<file path="src/rtl/apple1_pkg.sv">
// Shared constants for the Apple-I PIA register block.
//   PIA_BASE          default base address of the 4-byte register window
//   *_OFS             register offsets inside the window (AB[1:0])
//   CR_ORSEL_BIT      control-register bit that selects the data register
//                     instead of DDR at offsets 0 and 2
//   ascii_upcase()    maps 'a'..'z' to 'A'..'Z' and leaves every other code unchanged
package apple1_pkg;

    localparam logic [15:0] PIA_BASE = 16'hD010;

    localparam logic [1:0] KBD_OFS   = 2'd0;
    localparam logic [1:0] KBDCR_OFS = 2'd1;
    localparam logic [1:0] DSP_OFS   = 2'd2;
    localparam logic [1:0] DSPCR_OFS = 2'd3;

    localparam int CR_ORSEL_BIT = 2;

    localparam logic [6:0] ASCII_LC_A       = 7'h61;
    localparam logic [6:0] ASCII_LC_Z       = 7'h7A;
    localparam logic [6:0] ASCII_CASE_DELTA = 7'h20;

    function automatic logic [6:0] ascii_upcase(input logic [6:0] c);
        if (c >= ASCII_LC_A && c <= ASCII_LC_Z) begin
            return c - ASCII_CASE_DELTA;
        end
        return c;
    endfunction

endpackage

</file>
<file path="src/rtl/apple1_kbd_fifo.sv">
// Small synchronous first-word-fall-through FIFO for keyboard characters.
//   clk, reset   clock and synchronous active-high reset (flushes the pointers)
//   push         write push_data when not full (ignored while full)
//   pop          drop the head entry when not empty (ignored while empty)
//   head         current head entry (only meaningful while !empty)
//   full, empty  occupancy flags
module apple1_kbd_fifo #(
    parameter int DEPTH = 4,
    parameter int WIDTH = 7
) (
    input  logic             clk,
    input  logic             reset,
    input  logic             push,
    input  logic [WIDTH-1:0] push_data,
    input  logic             pop,
    output logic [WIDTH-1:0] head,
    output logic             full,
    output logic             empty
);

    localparam int AW = $clog2(DEPTH);

    logic [WIDTH-1:0] mem [DEPTH];
    logic [AW-1:0]    wr_ptr_reg;
    logic [AW-1:0]    rd_ptr_reg;
    logic [AW:0]      count_reg;
    logic [AW:0]      count_next;
    logic             push_ok;
    logic             pop_ok;

    assign full    = (count_reg == (AW + 1)'(DEPTH));
    assign empty   = (count_reg == '0);
    assign push_ok = push && !full;
    assign pop_ok  = pop && !empty;
    assign head    = mem[rd_ptr_reg];

    always_comb begin
        count_next = count_reg;
        case ({push_ok, pop_ok})
            2'b10:   count_next = count_reg + 1'b1;
            2'b01:   count_next = count_reg - 1'b1;
            default: count_next = count_reg;
        endcase
    end

    // Storage is not reset; the pointers alone define which entries are live.
    always_ff @(posedge clk) begin
        if (push_ok) begin
            mem[wr_ptr_reg] <= push_data;
        end
    end

    // DEPTH is a power of two, so the pointers wrap by natural overflow.
    always_ff @(posedge clk) begin
        if (reset) begin
            wr_ptr_reg <= '0;
            rd_ptr_reg <= '0;
            count_reg  <= '0;
        end else begin
            if (push_ok) begin
                wr_ptr_reg <= wr_ptr_reg + 1'b1;
            end
            if (pop_ok) begin
                rd_ptr_reg <= rd_ptr_reg + 1'b1;
            end
            count_reg <= count_next;
        end
    end

endmodule

</file>
<file path="src/rtl/apple1_pia.sv">
// Apple-I keyboard/display register block emulating the 6821 PIA window.
//   clk, reset           CPU clock, synchronous active-high reset
//   AB, cpu_do, WE, RDY  CPU bus: address, write data, write enable, ready
//   dout, sel            registered read data and "previous cycle was a read hit"
//   kbd_data/valid/ready host keyboard stream into the FIFO
//   dsp_data/valid/ready display character stream out
module apple1_pia
    import apple1_pkg::*;
#(
    parameter logic [15:0] BASE_ADDR = PIA_BASE,
    parameter int          KBD_DEPTH = 4,
    parameter bit          UPCASE    = 1'b1
) (
    input  logic        clk,
    input  logic        reset,
    input  logic [15:0] AB,
    input  logic [7:0]  cpu_do,
    input  logic        WE,
    input  logic        RDY,
    output logic [7:0]  dout,
    output logic        sel,
    input  logic [6:0]  kbd_data,
    input  logic        kbd_valid,
    output logic        kbd_ready,
    output logic [6:0]  dsp_data,
    output logic        dsp_valid,
    input  logic        dsp_ready
);

    logic [7:0] dout_reg;
    logic       sel_reg;
    logic [6:0] kbdcr_reg;
    logic [6:0] dspcr_reg;
    logic [7:0] ddra_reg;
    logic [6:0] ddrb_reg;
    logic [6:0] last_char_reg;
    logic [6:0] dsp_data_reg;
    logic       dsp_valid_reg;

    logic [1:0] ofs;
    logic       hit;
    logic       bus_rd;
    logic       bus_wr;
    logic       kbd_pop;
    logic       fifo_full;
    logic       fifo_empty;
    logic [6:0] fifo_head;
    logic [6:0] fifo_push_data;
    logic [7:0] rd_value;
    logic       dsp_char_wr;
    logic       dsp_xfer;

    assign ofs    = AB[1:0];
    assign hit    = (AB[15:2] == BASE_ADDR[15:2]) && RDY;
    assign bus_rd = hit && !WE;
    assign bus_wr = hit && WE;

    // A KBD read in data mode pops; the FIFO itself ignores the pop when empty.
    assign kbd_pop        = bus_rd && (ofs == KBD_OFS) && kbdcr_reg[CR_ORSEL_BIT];
    assign fifo_push_data = UPCASE ? ascii_upcase(kbd_data) : kbd_data;
    assign kbd_ready      = !fifo_full;

    assign dsp_char_wr = bus_wr && (ofs == DSP_OFS) && dspcr_reg[CR_ORSEL_BIT];
    assign dsp_xfer    = dsp_valid_reg && dsp_ready;

    apple1_kbd_fifo #(
        .DEPTH (KBD_DEPTH),
        .WIDTH (7)
    ) u_kbd_fifo (
        .clk       (clk),
        .reset     (reset),
        .push      (kbd_valid),
        .push_data (fifo_push_data),
        .pop       (kbd_pop),
        .head      (fifo_head),
        .full      (fifo_full),
        .empty     (fifo_empty)
    );

    always_comb begin
        rd_value = 8'h00;
        case (ofs)
            KBD_OFS: begin
                if (kbdcr_reg[CR_ORSEL_BIT]) begin
                    // An empty FIFO repeats the last character instead of underflowing.
                    rd_value = {1'b1, fifo_empty ? last_char_reg : fifo_head};
                end else begin
                    rd_value = ddra_reg;
                end
            end
            KBDCR_OFS: rd_value = {!fifo_empty, kbdcr_reg};
            DSP_OFS:   rd_value = {dsp_valid_reg,
                                   dspcr_reg[CR_ORSEL_BIT] ? dsp_data_reg : ddrb_reg};
            default:   rd_value = {1'b0, dspcr_reg};
        endcase
    end

    always_ff @(posedge clk) begin
        if (reset) begin
            dout_reg      <= 8'h00;
            sel_reg       <= 1'b0;
            kbdcr_reg     <= 7'h00;
            dspcr_reg     <= 7'h00;
            ddra_reg      <= 8'h00;
            ddrb_reg      <= 7'h00;
            last_char_reg <= 7'h00;
        end else begin
            sel_reg <= bus_rd;
            if (bus_rd) begin
                dout_reg <= rd_value;
            end
            if (kbd_pop && !fifo_empty) begin
                last_char_reg <= fifo_head;
            end
            if (bus_wr) begin
                case (ofs)
                    KBD_OFS: begin
                        if (!kbdcr_reg[CR_ORSEL_BIT]) begin
                            ddra_reg <= cpu_do;
                        end
                    end
                    KBDCR_OFS: kbdcr_reg <= cpu_do[6:0];
                    DSP_OFS: begin
                        if (!dspcr_reg[CR_ORSEL_BIT]) begin
                            ddrb_reg <= cpu_do[6:0];
                        end
                    end
                    default: dspcr_reg <= cpu_do[6:0];
                endcase
            end
        end
    end

    // Busy is judged from the registered valid, so a character write landing
    // on the same edge as a handshake is dropped rather than queued.
    always_ff @(posedge clk) begin
        if (reset) begin
            dsp_valid_reg <= 1'b0;
            dsp_data_reg  <= 7'h00;
        end else if (dsp_xfer) begin
            dsp_valid_reg <= 1'b0;
        end else if (dsp_char_wr && !dsp_valid_reg) begin
            dsp_data_reg  <= cpu_do[6:0];
            dsp_valid_reg <= 1'b1;
        end
    end

    assign dout      = dout_reg;
    assign sel       = sel_reg;
    assign dsp_data  = dsp_data_reg;
    assign dsp_valid = dsp_valid_reg;

endmodule

</file>
<file path="config.mk">
export PLATFORM = sky130hd
export DESIGN_NAME = apple1_pia
export DESIGN_NICKNAME = d
export VERILOG_FILES = /design/src/rtl/apple1_pkg.sv /design/src/rtl/apple1_kbd_fifo.sv /design/src/rtl/apple1_pia.sv
export SDC_FILE = /design/constraint.sdc
export NUM_CORES = 1
export LEC_CHECK = 0
export BUFFER_PORTS_ARGS = -buffer_cell sky130_fd_sc_hd__buf_2
export CAP_MARGIN = 20
export CORE_MARGIN = 2
export CORE_UTILIZATION = 40
export CTS_CLUSTER_DIAMETER = 200
export DETAILED_ROUTE_END_ITERATION = 10
export PLACE_DENSITY = 0.59
export SLEW_MARGIN = 5
export SYNTH_ARGS = -nofsm -noshare
export SYNTH_HDL_FRONTEND = slang
export SYNTH_HIERARCHICAL = 1
export SYNTH_SLANG_ARGS = --single-unit
</file>
<file path="constraint.sdc">
create_clock -name clk -period 3.3 [get_ports clk]
set_input_delay 0.165 -clock clk [delete_from_list [all_inputs] [get_ports clk]]
set_output_delay 0.165 -clock clk [all_outputs]
set_load 0.02 [all_outputs]
</file>
Word level (Yosys, flattened, before mapping)

Memories as Yosys holds them, arrays and structs flattened. A register that Yosys moved wholly into a read port is not among the register bits.
Index checks and enable logic that the tools add are counted.

Order comparisons: 2
Bitwise gates (word level): 4
Reduce and logical (&&, ||, !) cells: 26
Eq/ne operators: 6
$add $sub $neg: 5
Muxes and demuxes: 12

Operator list:

| cell                                                                   | count |
|---|---|
| 7-bit two-way mux                                                      | 4 |
| 8-bit one-hot mux with 3 select lines                                  | 1 |
| 14-bit equality test (second input constant)                           | 1 |
| 1-bit logical AND                                                      | 12 |
| 8-bit two-way mux                                                      | 1 |
| 7-bit >= comparator (second input constant)                            | 1 |
| 7-bit less-or-equal comparator (second input constant)                 | 1 |
| 7-bit by 6-bit subtractor with 7-bit output (second input constant)    | 1 |
| 3-bit one-hot mux with 2 select lines                                  | 1 |
| 2-bit AND reduction                                                    | 3 |
| 3-bit AND reduction                                                    | 2 |
| 2-bit by 1-bit adder with 2-bit output (second input constant)         | 2 |
| 2-bit by 1-bit equality test with 1-bit output (second input constant) | 2 |
| 2-bit equality test (second input constant)                            | 2 |
| 1-bit zero test                                                        | 4 |
| 2-bit two-way mux                                                      | 2 |
| 1-bit inverter                                                         | 4 |
| 3-bit by 1-bit adder with 3-bit output (second input constant)         | 1 |
| 3-bit equality test (second input constant)                            | 1 |
| 3-bit zero test                                                        | 1 |
| 1-bit two-way mux                                                      | 3 |
| 3-bit OR reduction                                                     | 1 |
| 3-bit by 1-bit subtractor with 3-bit output (second input constant)    | 1 |
| 2-bit zero test                                                        | 1 |
| 2 further kinds                                                        | 2 |

Word-level logic and storage cells: 68
Register bits after elaboration: 60
Input bits: 37
Bits in writable memories: 28
Memories: 1
Output and inout port bits: 18

Memory list:

| memory         | depth | bits a word | read ports | clocked after Yosys merged registers in | wr ports | line                  | source |
|---|---|---|---|---|---|---|---|
| u_kbd_fifo.mem | 4     | 7           | 1          | 1                                       | 1        | apple1_kbd_fifo.sv:23 | `logic [WIDTH-1:0] mem [DEPTH];` |

Logic depth before layout (Yosys ltp)

Word-level depth: 8
Gate-level depth with buffers: 13
Depth with buffers taken out: 11

Modules after synthesis

Netlist, hierarchy kept.

By module, submodules not included:

| module          | cells an instance | area an instance (sq um) | times used | seq. area each (sq um) |
|---|---|---|---|---|
| apple1_pia      | 278               | 2655.0                   | 1          | 1061.0 |
| apple1_kbd_fifo | 91                | 1492.7                   | 1          | 1021.0 |

Worst setup path before layout

Ideal clock, no wire load.

Path type: register to register
Start: reg kbdcr_reg[2]
End: reg u_kbd_fifo.count_reg[2]
Library setup time: 0.070 ns
Path slack: 0.251 ns
Path buffers: 1
Cell stages (with the launch flop): 13
Period minus slack after synthesis: 3.049 ns
Data arrival time: 2.979 ns
Data required time: 3.230 ns
Cells stage by stage: dfxtp_1 -> or3b_2 -> clkbuf_1 -> nor3_1 -> and2_1 -> o31ai_2 -> inv_1 -> ha_1 -> inv_1 -> fa_1 -> xor2_1 -> or3_1 -> a21oi_1

Longest elaborated chain between the ends: 4
Elaborated cells on any way between the ends: 6
Classes of those cells: eq/ne (2); mux (1); reduce/logical (3)

RTL lines:

| what                                                                                  | line                  | source |
|---|---|---|
| from (decl)                                                                           | apple1_pia.sv:32      | `logic [6:0] kbdcr_reg;` |
| from (signal assigned)                                                                | apple1_pia.sv:122     | `KBDCR_OFS: kbdcr_reg <= cpu_do[6:0];` |
| 1-bit logical AND (*)                                                                 | apple1_pia.sv:59      | `assign kbd_pop = bus_rd && (ofs == KBD_OFS) && kbdcr_reg[CR_ORSEL_BIT];` |
| named net kbd_pop                                                                     | apple1_pia.sv:44      | `logic kbd_pop;` |
| 1-bit logical AND (*)                                                                 | apple1_kbd_fifo.sv:34 | `assign pop_ok = pop && !empty;` |
| named net u_kbd_fifo.pop_ok                                                           | apple1_kbd_fifo.sv:29 | `logic pop_ok;` |
| 2-bit by 1-bit equality test with 1-bit output or 2-bit equality test (tied branches) | apple1_kbd_fifo.sv:39 | `case ({push_ok, pop_ok})` |
| 3-bit one-hot mux with 2 select lines or 2-bit nonzero test (tied branches)           | --                    |  |
| to (signal assigned)                                                                  | apple1_kbd_fifo.sv:66 | `count_reg <= count_next;` |
| to (decl)                                                                             | apple1_kbd_fifo.sv:26 | `logic [AW:0] count_reg;` |

The timed path passes the listed nets; every way through them passes the cells marked *.
A chain may end at the register's enable or synchronous reset.

Worst setup path in the final report

Ends and elaborated chain as after synthesis.

==> metrics <==
CTS Buffer Depth=2; RSZ-0062 raised after global routing=no; ANT cells=0; Compound-Gate Fraction of Synth Area=9.80%; Die Width=106 um; Setup violations, final=0; initial antenna violation count=0; vias in the first global route=roughly 2,900; post-place instance area=4540 um2; Clock Power Share=around 33%; H-tree level count=3; largest net degree at the start of global routing=56; DRC Markers=0; clk_lat worst skew=approximately 0.36 ns; max-cap violations=0; largest cells by area after synthesis=dfxtp_1, edfxtp_1, mux2i_1, nand2b_1, mux4_2; # resized after CTS=0; Syn. warnings=6; Seq. cell area=between 2000 and 2500 um2; CP endpoint kind=register; Mapped Avg Cell Area=between 10 and 15 um2; fraction of the mapped netlist area in adder cells=under 10%; Int Pwr=1500 uW; CTS root buf=clkbuf_8; clk_skew=0.0165 ns; Die Y-Extent=approximately 110 um; Sink Count=90; WL final=between 9 and 10 mm; combinational share of power=8.3%; Slew HR=a little over a third; Leak=between 0.0015 and 0.002 uW; dpl cells=between 500 and 600; via count=about 2,900; Detailed Routing Iterations Pass 1=4; FMAX=between 300 and 400 MHz; crit share post-route=a little under nine tenths; Initial Util=between 40 and 50%; crit start category=register; Port Buffers=54; hold buffers post-CTS=0; Post-Syn Nets=around 410; status=finished clean; Final Max Tran Viols=0; post-route insts no fill=about 560; Top FF cell, synth=dfxtp_1; Netlist cell types=51; first-pass GRT wire length=roughly 15 mm; net switching power=between 400 and 500 uW; switching part of the total=24.9%; area share of the largest cell type after synthesis=29.9%; Core Area=~10,000 um2; Post-DP HPWL=6.57 mm; mux cell area share after synthesis=16.1%; clock buffer count from CTS=9; placer congestion estimate=between 0.7 and 0.8; XOR/XNOR Fraction of Synth Area=less than 1%; Synth area leader=dfxtp_1; CP required=roughly 3.6 ns; area delta synth->final=13.4%; Post-synth ARST share=0%; Routed Antenna Nets=0; Seq/Total Area, Yosys=between 50% and 60%; EDFF count, synth=28; Multi-input gate area=just under 2000 um2; Mapped Area=about 4100 um2; main combinational cell family by area after synthesis=simple AND/OR/NAND/NOR gates; fin crit period=2.83 ns; PD cells=around 430 nW/um2; vias per cell=roughly 5.2; total die area=11,200 um2; nets=roughly 460; endpoints failing hold=0; Seq pwr share=58.4%; crit path DAT=around 3.1 ns; crit path kind=register to register; TNS Setup=0 ns; Final Cell Area=4700 um2; VDD IR max=0.302 mV; Slew @ Worst Pin=roughly 0.95 ns; share of layout cells above drive strength 1=a little over a fifth; flops & latches, synth=90; Clock transition at path regs=0.10 ns; DR WL/cell=about 16 um; CTS tree=yes; Synth Instances=between 300 and 400; Overall Global Routing Usage=between 15 and 20%; Starting DRT DRC Count=around 180; # fillers=just under 1,000; remaining global-route overflow=0; Post-CTS Setup Bufs=0; I/O pins=55; crit path max fanout=8; max reg flops=28; simple-gate share of the synthesized area=between 10% and 20%; Worst Hold Class=primary input to register; Std-Cell Rows=37
## Yosys cell counts (all sizes together), types with 2 or more instances
library cell and instances:
nand3b 6, clkbuf 15, nand3 9, buf 6
nor2b 2, a21oi 15, dfxtp 62, nor4 3
inv 9, a211oi 6, nor2 18, mux2i 50
nand4b 2, or4b 2, o41ai 6, nand4 2
o21ai 11, edfxtp 28, ha 6, nand2b 50
mux4 7, or3 4, o21a 8, and2 5
nand2 5, xor2 3, o22ai 6, nor3 5
or4 3
## power by group through the flow
stage / Combinational (uW) / Clock (uW) / Sequential, uW
after global placement: 164 / 0 / 1190
after CTS: 168 / 690 / 1170
after global routing: 185 / 737 / 1170
final: 166 / 666 / 1170
after floorplan: 104 / 0 / 1190
after detailed placement: 168 / 0 / 1200
## cell families (layout without fill, tap and decap cells)
kind of cell | count (synthesis) | count (layout)
compound gates | 60 | 60
xor+xnor | 3 | 3
fa+ha+maj | 7 | 7
buf+inv | 30 | 84
flops | 90 | 90
mux | 58 | 58
simple gates | 121 | 121
## final cells by class
| class | instances | area share (%) |
|---|---|---|
| tap | 136 | 3.62 |
| sequential | 90 | 44.3 |
| multi-input combinational | 249 | 41.3 |
| clock inverter | 6 | 0.878 |
| inverter | 9 | 0.718 |
| clock buffer | 10 | 2.71 |
| timing repair buffer | 59 | 6.54 |
## worst paths after layout
check	startpoint	endpoint	slack (ns)	cells past startpoint
setup / recovery	kbdcr_reg[2]	u_kbd_fifo/count_reg[2]	0.47	11
hold / removal	kbd_data[4]	u_kbd_fifo/mem[2][4]	0.05	1
hold reg to reg	dout[2]	dout[2]	0.46	2
setup reg to reg	kbdcr_reg[2]	u_kbd_fifo/count_reg[2]	0.47	11
## per-stage QoR
step	hold WS (ns)	util (%)	power, uW	worst slack (ns)
global placement	0.415	44.5	1360	0.535
global route	0.0348	46.2	2090	0.253
finish	0.0522	46.2	2000	0.474
detailed placement	0.417	44.5	1360	0.490
CTS	0.0331	46.2	2030	0.469
floorplan	0.264	-	1300	0.251
## worst max-delay path, stage by stage (launching register included)
cell and delay, ns:
dfxtp_1 0.42, or3b_2 0.58, nor3_1 0.25, and2_1 0.19, o31ai_2 0.09, inv_1 0.07
ha_1 0.16, inv_1 0.06, fa_1 0.37, xor2_1 0.16, or3_1 0.31, a21oi_1 0.14
## metal layers
layer	share of wire, %	routed length (um)	global-route usage [%]
met2	47	4300	27.4
met3	4.3	390	3.59
met4	1.3	114	5.92
met1	47	4310	24.0
met5	0	0	0
## layout by cell type, fill, tap and decap left out, types with 3 or more instances in the layout
cell type  netlist  layout
a211oi_1         6       6
mux2i_1         50      50
ha_1             6       6
nor2_1          18      18
o21a_1           8       8
mux4_2           7       7
dfxtp_1         62      62
buf_4            0       5
xor2_1           3       3
or3_1            4       4
edfxtp_1        28      28
o41ai_1          5       5
nor3_1           4       4
buf_2            3      54
nand3_1          9       9
a21oi_1         15      15
o22ai_1          6       6
nand2_1          5       5
nand2b_1        50      50
nand3b_1         6       6
and2_1           5       5
o21ai_0         11      11
clkbuf_8         0       9
inv_1            9       9
Power figures use the tool's default switching activity.
